==> src/rtl/muldiv_pkg.sv <==
// Shared constants, state encoding and helpers for the iterative RV32M multiply/divide unit.
package muldiv_pkg;

    localparam logic [6:0] OPCODE_OP     = 7'b0110011;
    localparam logic [6:0] FUNCT7_MULDIV = 7'b0000001;

    localparam logic [2:0] F3_MUL    = 3'b000;
    localparam logic [2:0] F3_MULH   = 3'b001;
    localparam logic [2:0] F3_MULHSU = 3'b010;
    localparam logic [2:0] F3_MULHU  = 3'b011;
    localparam logic [2:0] F3_DIV    = 3'b100;
    localparam logic [2:0] F3_DIVU   = 3'b101;
    localparam logic [2:0] F3_REM    = 3'b110;
    localparam logic [2:0] F3_REMU   = 3'b111;

    typedef enum logic [1:0] {
        IDLE = 2'b00,
        CALC = 2'b01,
        DONE = 2'b10
    } state_e;

    // Two's-complement negate when neg is set; used for magnitudes and sign fix-up.
    function automatic logic [31:0] cond_neg(input logic [31:0] v, input logic neg);
        return neg ? (32'd0 - v) : v;
    endfunction

endpackage

==> src/rtl/muldiv_iter.sv <==
// Shared radix-2 datapath: shift-add multiply into a 64-bit accumulator, or restoring
// shift-subtract divide with the quotient in acc[31:0] and the partial remainder alongside.
module muldiv_iter
    import muldiv_pkg::*;
(
    input  logic        clk,
    input  logic        rst,
    input  logic        load,
    input  logic        step,
    input  logic        div_mode,
    input  logic [31:0] load_a,
    input  logic [31:0] mag_b,
    output logic [63:0] acc_nxt,
    output logic [31:0] rem_nxt
);

    logic [63:0] acc_q, acc_d;
    logic [31:0] rem_q, rem_d;
    logic [32:0] mul_sum_s;
    logic [32:0] shifted_s;
    logic [32:0] diff_s;

    // One iteration of either algorithm, computed from the current registers.
    always_comb begin
        mul_sum_s = {1'b0, acc_q[63:32]} + (acc_q[0] ? {1'b0, mag_b} : 33'd0);
        shifted_s = {rem_q, acc_q[31]};
        diff_s    = shifted_s - {1'b0, mag_b};
        acc_nxt   = acc_q;
        rem_nxt   = rem_q;
        if (div_mode) begin
            // A clear borrow bit means the divisor fit: keep the difference, quotient bit 1.
            if (!diff_s[32]) begin
                rem_nxt = diff_s[31:0];
                acc_nxt = {32'd0, acc_q[30:0], 1'b1};
            end else begin
                rem_nxt = shifted_s[31:0];
                acc_nxt = {32'd0, acc_q[30:0], 1'b0};
            end
        end else begin
            acc_nxt = {mul_sum_s, acc_q[31:1]};
            rem_nxt = rem_q;
        end
    end

    // Register update: load operand A, advance one step, or hold.
    always_comb begin
        acc_d = acc_q;
        rem_d = rem_q;
        if (load) begin
            acc_d = {32'd0, load_a};
            rem_d = 32'd0;
        end else if (step) begin
            acc_d = acc_nxt;
            rem_d = rem_nxt;
        end else begin
            acc_d = acc_q;
            rem_d = rem_q;
        end
    end

    // Datapath registers with synchronous reset.
    always_ff @(posedge clk) begin
        if (rst) begin
            acc_q <= 64'd0;
            rem_q <= 32'd0;
        end else begin
            acc_q <= acc_d;
            rem_q <= rem_d;
        end
    end

endmodule

==> src/rtl/ex_muldiv.sv <==
// Iterative RV32M multiply/divide unit: accept FSM, operand conditioning, special-case
// bypass and final sign fix-up around the shared muldiv_iter datapath.
module ex_muldiv
    import muldiv_pkg::*;
#(
    parameter int XLEN = 32
) (
    input  logic            clk,
    input  logic            rst,
    input  logic            start,
    input  logic [31:0]     instruction,
    input  logic [XLEN-1:0] dataA,
    input  logic [XLEN-1:0] dataB,
    output logic            busy,
    output logic            done,
    output logic [XLEN-1:0] result
);

    state_e      state_q, state_d;
    logic [5:0]  cnt_q, cnt_d;
    logic [2:0]  f3_q, f3_d;
    logic        neg_q, neg_d;
    logic [31:0] mag_b_q, mag_b_d;
    logic [31:0] result_q, result_d;
    logic        busy_q, busy_d;
    logic        done_q, done_d;

    logic [2:0]  f3_s;
    logic        accept_s, special_s, div0_s, ovf_s;
    logic        sgn_a_s, sgn_b_s, neg_s, load_s;
    logic [31:0] mag_a_s, mag_b_s, spec_val_s, fin_val_s;
    logic [63:0] acc_nxt_s, prod_s;
    logic [31:0] rem_nxt_s;
    logic        unused_s;

    assign unused_s = ^{instruction[24:15], instruction[11:7]};
    assign f3_s     = instruction[14:12];
    assign accept_s = start && (instruction[6:0] == OPCODE_OP)
                      && (instruction[31:25] == FUNCT7_MULDIV)
                      && ((state_q == IDLE) || (state_q == DONE));

    // Operand conditioning: which operands are signed, their magnitudes, and special cases.
    always_comb begin
        sgn_a_s    = 1'b0;
        sgn_b_s    = 1'b0;
        spec_val_s = 32'd0;
        case (f3_s)
            F3_MULH, F3_DIV, F3_REM: begin
                sgn_a_s = dataA[31];
                sgn_b_s = dataB[31];
            end
            F3_MULHSU: sgn_a_s = dataA[31];
            default: begin
                sgn_a_s = 1'b0;
                sgn_b_s = 1'b0;
            end
        endcase
        mag_a_s = cond_neg(dataA, sgn_a_s);
        mag_b_s = cond_neg(dataB, sgn_b_s);
        neg_s   = (f3_s == F3_REM) ? sgn_a_s : (sgn_a_s ^ sgn_b_s);
        div0_s  = f3_s[2] && (dataB == 32'd0);
        ovf_s   = ((f3_s == F3_DIV) || (f3_s == F3_REM))
                  && (dataA == 32'h8000_0000) && (dataB == 32'hFFFF_FFFF);
        special_s = div0_s || ovf_s;
        case (f3_s)
            F3_DIV, F3_DIVU: spec_val_s = div0_s ? 32'hFFFF_FFFF : 32'h8000_0000;
            F3_REM, F3_REMU: spec_val_s = div0_s ? dataA : 32'd0;
            default:         spec_val_s = 32'd0;
        endcase
    end

    // Final result from the last iteration's outputs, so it can be registered on entry to DONE.
    always_comb begin
        prod_s = neg_q ? (64'd0 - acc_nxt_s) : acc_nxt_s;
        case (f3_q)
            F3_MUL:                      fin_val_s = prod_s[31:0];
            F3_MULH, F3_MULHSU, F3_MULHU: fin_val_s = prod_s[63:32];
            F3_DIV, F3_DIVU:             fin_val_s = cond_neg(acc_nxt_s[31:0], neg_q);
            F3_REM, F3_REMU:             fin_val_s = cond_neg(rem_nxt_s, neg_q);
            default:                     fin_val_s = 32'd0;
        endcase
    end

    // Next-state logic for the accept/iterate/done FSM.
    always_comb begin
        state_d  = state_q;
        cnt_d    = cnt_q;
        f3_d     = f3_q;
        neg_d    = neg_q;
        mag_b_d  = mag_b_q;
        result_d = result_q;
        load_s   = 1'b0;
        case (state_q)
            IDLE, DONE: begin
                if (accept_s) begin
                    f3_d    = f3_s;
                    neg_d   = neg_s;
                    mag_b_d = mag_b_s;
                    cnt_d   = 6'd0;
                    if (special_s) begin
                        result_d = spec_val_s;
                        state_d  = DONE;
                    end else begin
                        load_s  = 1'b1;
                        state_d = CALC;
                    end
                end else begin
                    state_d = IDLE;
                end
            end
            CALC: begin
                cnt_d = cnt_q + 6'd1;
                if (cnt_q == 6'd31) begin
                    result_d = fin_val_s;
                    state_d  = DONE;
                end else begin
                    state_d = CALC;
                end
            end
            default: state_d = IDLE;
        endcase
        busy_d = (state_d == CALC);
        done_d = (state_d == DONE);
    end

    // Control and output registers with synchronous reset.
    always_ff @(posedge clk) begin
        if (rst) begin
            state_q  <= IDLE;
            cnt_q    <= 6'd0;
            f3_q     <= 3'd0;
            neg_q    <= 1'b0;
            mag_b_q  <= 32'd0;
            result_q <= 32'd0;
            busy_q   <= 1'b0;
            done_q   <= 1'b0;
        end else begin
            state_q  <= state_d;
            cnt_q    <= cnt_d;
            f3_q     <= f3_d;
            neg_q    <= neg_d;
            mag_b_q  <= mag_b_d;
            result_q <= result_d;
            busy_q   <= busy_d;
            done_q   <= done_d;
        end
    end

    muldiv_iter u_iter (
        .clk     (clk),
        .rst     (rst),
        .load    (load_s),
        .step    (state_q == CALC),
        .div_mode(f3_q[2]),
        .load_a  (mag_a_s),
        .mag_b   (mag_b_q),
        .acc_nxt (acc_nxt_s),
        .rem_nxt (rem_nxt_s)
    );

    assign busy   = busy_q;
    assign done   = done_q;
    assign result = result_q;

endmodule

==> config.mk <==
export PLATFORM = sky130hd
export DESIGN_NAME = ex_muldiv
export DESIGN_NICKNAME = d
export VERILOG_FILES = /design/src/rtl/muldiv_pkg.sv /design/src/rtl/muldiv_iter.sv /design/src/rtl/ex_muldiv.sv
export SDC_FILE = /design/constraint.sdc
export NUM_CORES = 1
export LEC_CHECK = 0
export CORE_UTILIZATION = 50
export DETAILED_ROUTE_END_ITERATION = 7
export GPL_TIMING_DRIVEN = 0
export PLACE_DENSITY_LB_ADDON = 0.08
export SLEW_MARGIN = 30
export SYNTH_ARGS = -nofsm -noshare
export SYNTH_HDL_FRONTEND = slang
export SYNTH_SLANG_ARGS = --single-unit
==> constraint.sdc <==
create_clock -name clk -period 6.32 [get_ports clk]
set_input_delay 0.632 -clock clk [delete_from_list [all_inputs] [get_ports clk]]
set_output_delay 0.632 -clock clk [all_outputs]
set_load 0.03 [all_outputs]
Word-level counts from Yosys, hierarchy flattened
Cells that the tools add are included.

cells by class
  $add $sub $neg = 8
  multipliers = 0
  div/mod/pow operators = 0
  $lt $le $gt $ge = 0
  equality and inequality tests = 25
  shift-type cells = 0
  mux-type cells = 32
  bitwise gates (word level) = 1
  reductions and logical operators = 26

operator list
  operator                                                              count
  32-bit two-way mux                                                    13
  64-bit two-way mux                                                    2
  32-bit case mux with 2 select lines                                   2
  32-bit case mux with 4 select lines                                   1
  1-bit by 32-bit subtractor with 32-bit output (first input constant)  4
  32-bit == test (second input constant)                                2
  1-bit by 64-bit subtractor with 64-bit output (first input constant)  1
  32-bit by 32-bit adder with 33-bit output                             1
  33-bit by 32-bit subtractor with 33-bit output                        1
  32-bit logical NOT                                                    1
  31-bit two-way mux                                                    1
  3-bit == test (second input constant)                                 8
  6-bit case mux with 2 select lines                                    1
  2-bit OR reduction                                                    6
  3-bit by 2-bit == test with 1-bit output (second input constant)      3
  7-bit by 1-bit == test with 1-bit output (second input constant)      1
  7-bit by 6-bit == test with 1-bit output (second input constant)      1
  1-bit two-way mux                                                     7
  6-bit by 1-bit adder with 6-bit output (second input constant)        1
  3-bit by 1-bit == test with 1-bit output (second input constant)      2
  6-bit by 5-bit == test with 1-bit output (second input constant)      1
  1-bit logical AND                                                     6
  2-bit two-way mux                                                     3
  6-bit two-way mux                                                     1
  13 further kinds                                                      22

storage, ports and cells
  register bits = 174
  bits in latches = 0
  RAM bits = 0
  ROM bits = 0
  bits of input ports = 99
  output and inout bits = 34
  logic and storage cells = 103
  memories = 0

Longest topological paths before layout
  word-level depth = 9
  mapped depth = 23
  gate-level depth less buffers = 23

By module
From an unflattened synthesis, not the netlist that was laid out.

unflattened totals
  cell total of the unflattened synthesis = 2263
  area, all modules = 16334.4 um^2

by module, submodules not included
  module       times used  cells an instance  area each (um^2)  seq. area each (um^2)
  muldiv_iter  1           1197               8685.8            1921.8
  ex_muldiv    1           1066               7648.6            1561.5

Least setup slack after synthesis
Ideal clock, no wire load.

  path kind = reg-to-reg
  from = reg f3_q[2]
  to = reg result_q[30] (netlist: result[30])
  library setup time = 127 ps
  data arrival time = 5226 ps
  data required time = 6193 ps
  slack = 967 ps
  cell stages (with the launch flop) = 22
  buffers on the path = 11
  period minus slack after synthesis = 5353 ps
  cells stage by stage = dfxtp_1 > buf_2 > buf_2 > buf_2 > buf_2 > buf_2 > buf_2 > buf_2 > buf_1 > clkbuf_1 > clkbuf_1 > buf_1 > mux2i_1 > ha_1 > nor3b_1 > mux2i_1 > or4_4 > or3_4 > nor3_2 > nand3_1 > nor4bb_1 > or3_1

on the way
  word-level cells in the longest chain between the ends = 6
  elaborated cells on any way between the ends = 22
  classes of those cells = add/sub (3); eq/ne (7); mux (8); reduce/logical (4)

RTL lines
  item                                                                                                            RTL line                           source
  start, declared                                                                                                 ex_muldiv.sv:21                    logic [2:0] f3_q, f3_d;
  start signal, assigned                                                                                          ex_muldiv.sv:131                   f3_q <= 3'd0;
  start signal, assigned                                                                                          ex_muldiv.sv:140                   f3_q <= f3_d;
  64-bit two-way mux or 32-bit two-way mux (tied branches)                                                        muldiv_iter.sv:30                  if (div_mode) begin
  1-bit by 64-bit subtractor with 64-bit output or 1-bit by 32-bit subtractor with 32-bit output (tied branches)  ex_muldiv.sv:74, muldiv_pkg.sv:24
  64-bit two-way mux or 32-bit two-way mux (tied branches)                                                        ex_muldiv.sv:74, muldiv_pkg.sv:24
  32-bit case mux with 4 select lines (*)                                                                         ex_muldiv.sv:75                    case (f3_q)
  32-bit two-way mux (*)                                                                                          ex_muldiv.sv:113                   if (cnt_q == 6'd31) begin
  32-bit case mux with 2 select lines (*)                                                                         ex_muldiv.sv:93                    case (state_q)
  end signal, assigned                                                                                            ex_muldiv.sv:143                   result_q <= result_d;
  end, declared                                                                                                   ex_muldiv.sv:24                    logic [31:0] result_q, result_d;

Every way passes the cells marked *; elsewhere a longest branch is shown, timed or not. The select of a mux whose other input is x is not followed.
A chain may end at the register's enable or synchronous reset.

Worst setup path after layout
  from = reg f3_q[2]
  to = reg result_q[14] (netlist: result[14])

Same word-level chain as after synthesis.

==> results.json <==
{
  "clockBufferDepth": 2,
  "crit_path_start": "f3_q[2]",
  "path_clk_slew_ps": 80,
  "synth_edf_count": 0,
  "grt_usage_pct": 47.0,
  "start_util_pct": 51.2,
  "status": "finished, final reports clean",
  "dr.pass1.iters": 7,
  "drive_gt1_share_pct": 5.19,
  "hold_path_class": "flip-flop to flip-flop",
  "grt_pass1_vias": 19400,
  "fin_crit_ps": 6280,
  "min_from": "mag_b_q[30]",
  "viasPerCell": 6.83,
  "critPathKind": "flip-flop to flip-flop",
  "drc": 0,
  "grt_use_met1_pct": 57.9,
  "grtUsageMet3_pct": 13.9,
  "num_vias": 21200,
  "final-hold-violation-count": 0,
  "r2r-start": "f3_q[2]",
  "synth.cell_area_um2": 17300,
  "yosys-top-cells-area": "dfxtp_1 20%, a21oi_1 7.7%, nor2_1 7.3%",
  "setup-tns-final_ps": 0,
  "root_buffer": "clkbuf_16",
  "synth_top_cell_area_share_pct": 20.1,
  "area_growth_pct": 14.4,
  "diodes": 0,
  "ys_seq_area_share_pct": 20.1,
  "synth_warnings": 0,
  "io_buffers": 117,
  "setup_violations": 0,
  "slew_headroom_pct": 27.4,
  "grt_pass1_wl_mm": 124,
  "crit_slowest_cell": "or4_1",
  "die_x_um": 188,
  "cp_num_buf_inv": 7,
  "arrival_ps": 6590,
  "hpwl_mm": 68.0,
  "synth_nets": 2682,
  "synth.distinct_cells": 95,
  "power_density_nw_per_um2": 123,
  "gr-total-overflow": 0,
  "crit_family": "buffers and inverters",
  "insertion_delay_ps": 460,
  "grt_max_degree": 29,
  "fmax_mhz": 159,
  "syn_inst": 2511,
  "ys.flop_type": "dfxtp_1",
  "fin_util_pct": 58.5,
  "fin_nets": 2817,
  "numCtsBuffers": 17,
  "cts_hold_buffers": 0,
  "slowest_delay_ps": 730,
  "rows": 67,
  "cts_max_level": 4,
  "syn_area_per_cell_um2": 6.89,
  "async_flop_share_pct": 0,
  "wl_per_cell_um": 27.3,
  "crit_path_start_kind": "flip-flop",
  "p_leak_nw": 7.20,
  "drtIter0Drc": 3332,
  "maxSlewViolCount": 0,
  "use_met2_pct": 71.2,
  "ys_ff_latch": 174,
  "core_area_um2": 33800,
  "die_y_um": 188,
  "drt-total-wl_mm": 84.7,
  "fin_crit_sh_pct": 99.3,
  "path_common_cell": "buf_4",
  "die_area_um2": 35300,
  "netlist_top_cells_count": "338 x nor2_1, 278 x nand2_1, 265 x a21oi_1",
  "cts_tree": "built",
  "critPathCaptureType": "flip-flop",
  "drv_cap": 0,
  "cp_max_fo": 28,
  "synth_most_common_cell": "nor2_1",
  "cts_num_sinks": 174,
  "drtAntennaViolNets": 0,
  "ir_worst_vdd_mv": 0.192,
  "yosysTopAreaCell": "dfxtp_1",
  "worst_pin_slew_ps": 1090,
  "place.gp.congestion": 1.12,
  "globalRoute.busiestLayer": "met2",
  "antenna_found_initial": 0,
  "skew_ps": 11.3,
  "worstPathRequired_ps": 6640,
  "crit_chain": "clkbuf_4 -> buf_8 -> buf_4 -> buf_4 -> buf_4 -> buf_4 -> clkbuf_4 -> mux2i_2 -> ha_1 -> o211ai_1 -> nor2_2 -> nand2_1 -> or4_1 -> or4_1 -> o41ai_1 -> xor2_1 -> a221oi_2 -> nor3_1",
  "ios": 133
}
-- flip-flops by register name, indices dropped and copies added, names as in the netlist --
register      cells
u_iter.acc_q     64
mag_b_q          32
result           32
u_iter.rem_q     32
cnt_q             6
f3_q              3
state_q           2
busy              1
done              1
neg_q             1
-- tightest hold or removal path: cells and delay by family, from the launching register on --
kind,cells,cell delay (ps)
AOI/OAI and AO/OA,1,50
and+or+nand+nor,1,50
DFF,1,320
-- placed cells by master (no fill, tap or decap), types with 37 or more instances in the layout --
cell type        netlist  final
clkdlybuf4s50_1        0    117
o21ai_0              172    171
mux2i_1               56     54
a21oi_1              265    262
inv_1                 75     75
dfxtp_1              174    174
a211oi_1              59     58
nor3_1                77     77
ha_1                  70     70
xnor2_1              100     99
xor2_1                62     61
clkbuf_1             110    103
nor2_1               338    336
nand3_1               37     37
nand2_1              278    278
-- final cells by class --
class | count | area, um2
well taps | 448 | 561
clock inverters | 15 | 169
plain buffers | 152 | 647
multi-input cells | 2105 | 13000
fillers | 3294 | 14000
repair buffers | 121 | 1200
flip-flops and latches | 174 | 3480
inverters | 75 | 282
clock buffers | 17 | 425
-- power breakdown --
part	internal [mW]	switching, mW
clock	0.534	0.583
sequential	1.09	0.0000252
combinational	0.0904	0.125
total	1.72	0.708
-- layer usage --
layer	wire length, um	up-vias
li1	-	9436
met1	31700	9835
met5	0	-
met4	6530	0
met2	35300	1569
met3	11200	375
-- path summary, 6_finish.rpt --
kind,end,slack (ps),cells after the start
min reg2reg,mag_b_q[30],460,2
max,result[14],40,18
max reg2reg,result[14],40,18
min,mag_b_q[30],460,2
-- logic make-up (layout without fill, tap and decap cells) --
logic type	count (synthesis)	after routing	synth area share, %
compound gates	820	820	30.3
xor+xnor	162	162	8.20
fa+ha+maj	72	72	5.30
buf+inv	232	380	5.22
flops	174	174	20.1
mux	68	68	4.02
simple gates	983	983	26.9
-- timing repair --
action | 4_1_cts | 5_1_grt
resized for setup | 24 | 25
setup buffers | 0 | 4
pin swaps | 0 | 3
endpoints found under the setup margin | 31 | 19
hold endpoints to repair | 0 | 0
-- per-stage QoR --
step	hold slack (ps)	std cells	setup WS [ps]	total power [mW]	instance area [um2]
after floorplan	432	2511	967	1.21	17300
after global placement	443	3076	-2750	1.33	19000
after detailed placement	450	3076	-2660	1.33	19000
after CTS	460	3105	19.7	2.40	19700
after global routing	488	3107	-31.6	2.47	19800
final	459	3107	44.8	2.43	19800
Power figures use the tool's default switching activity.
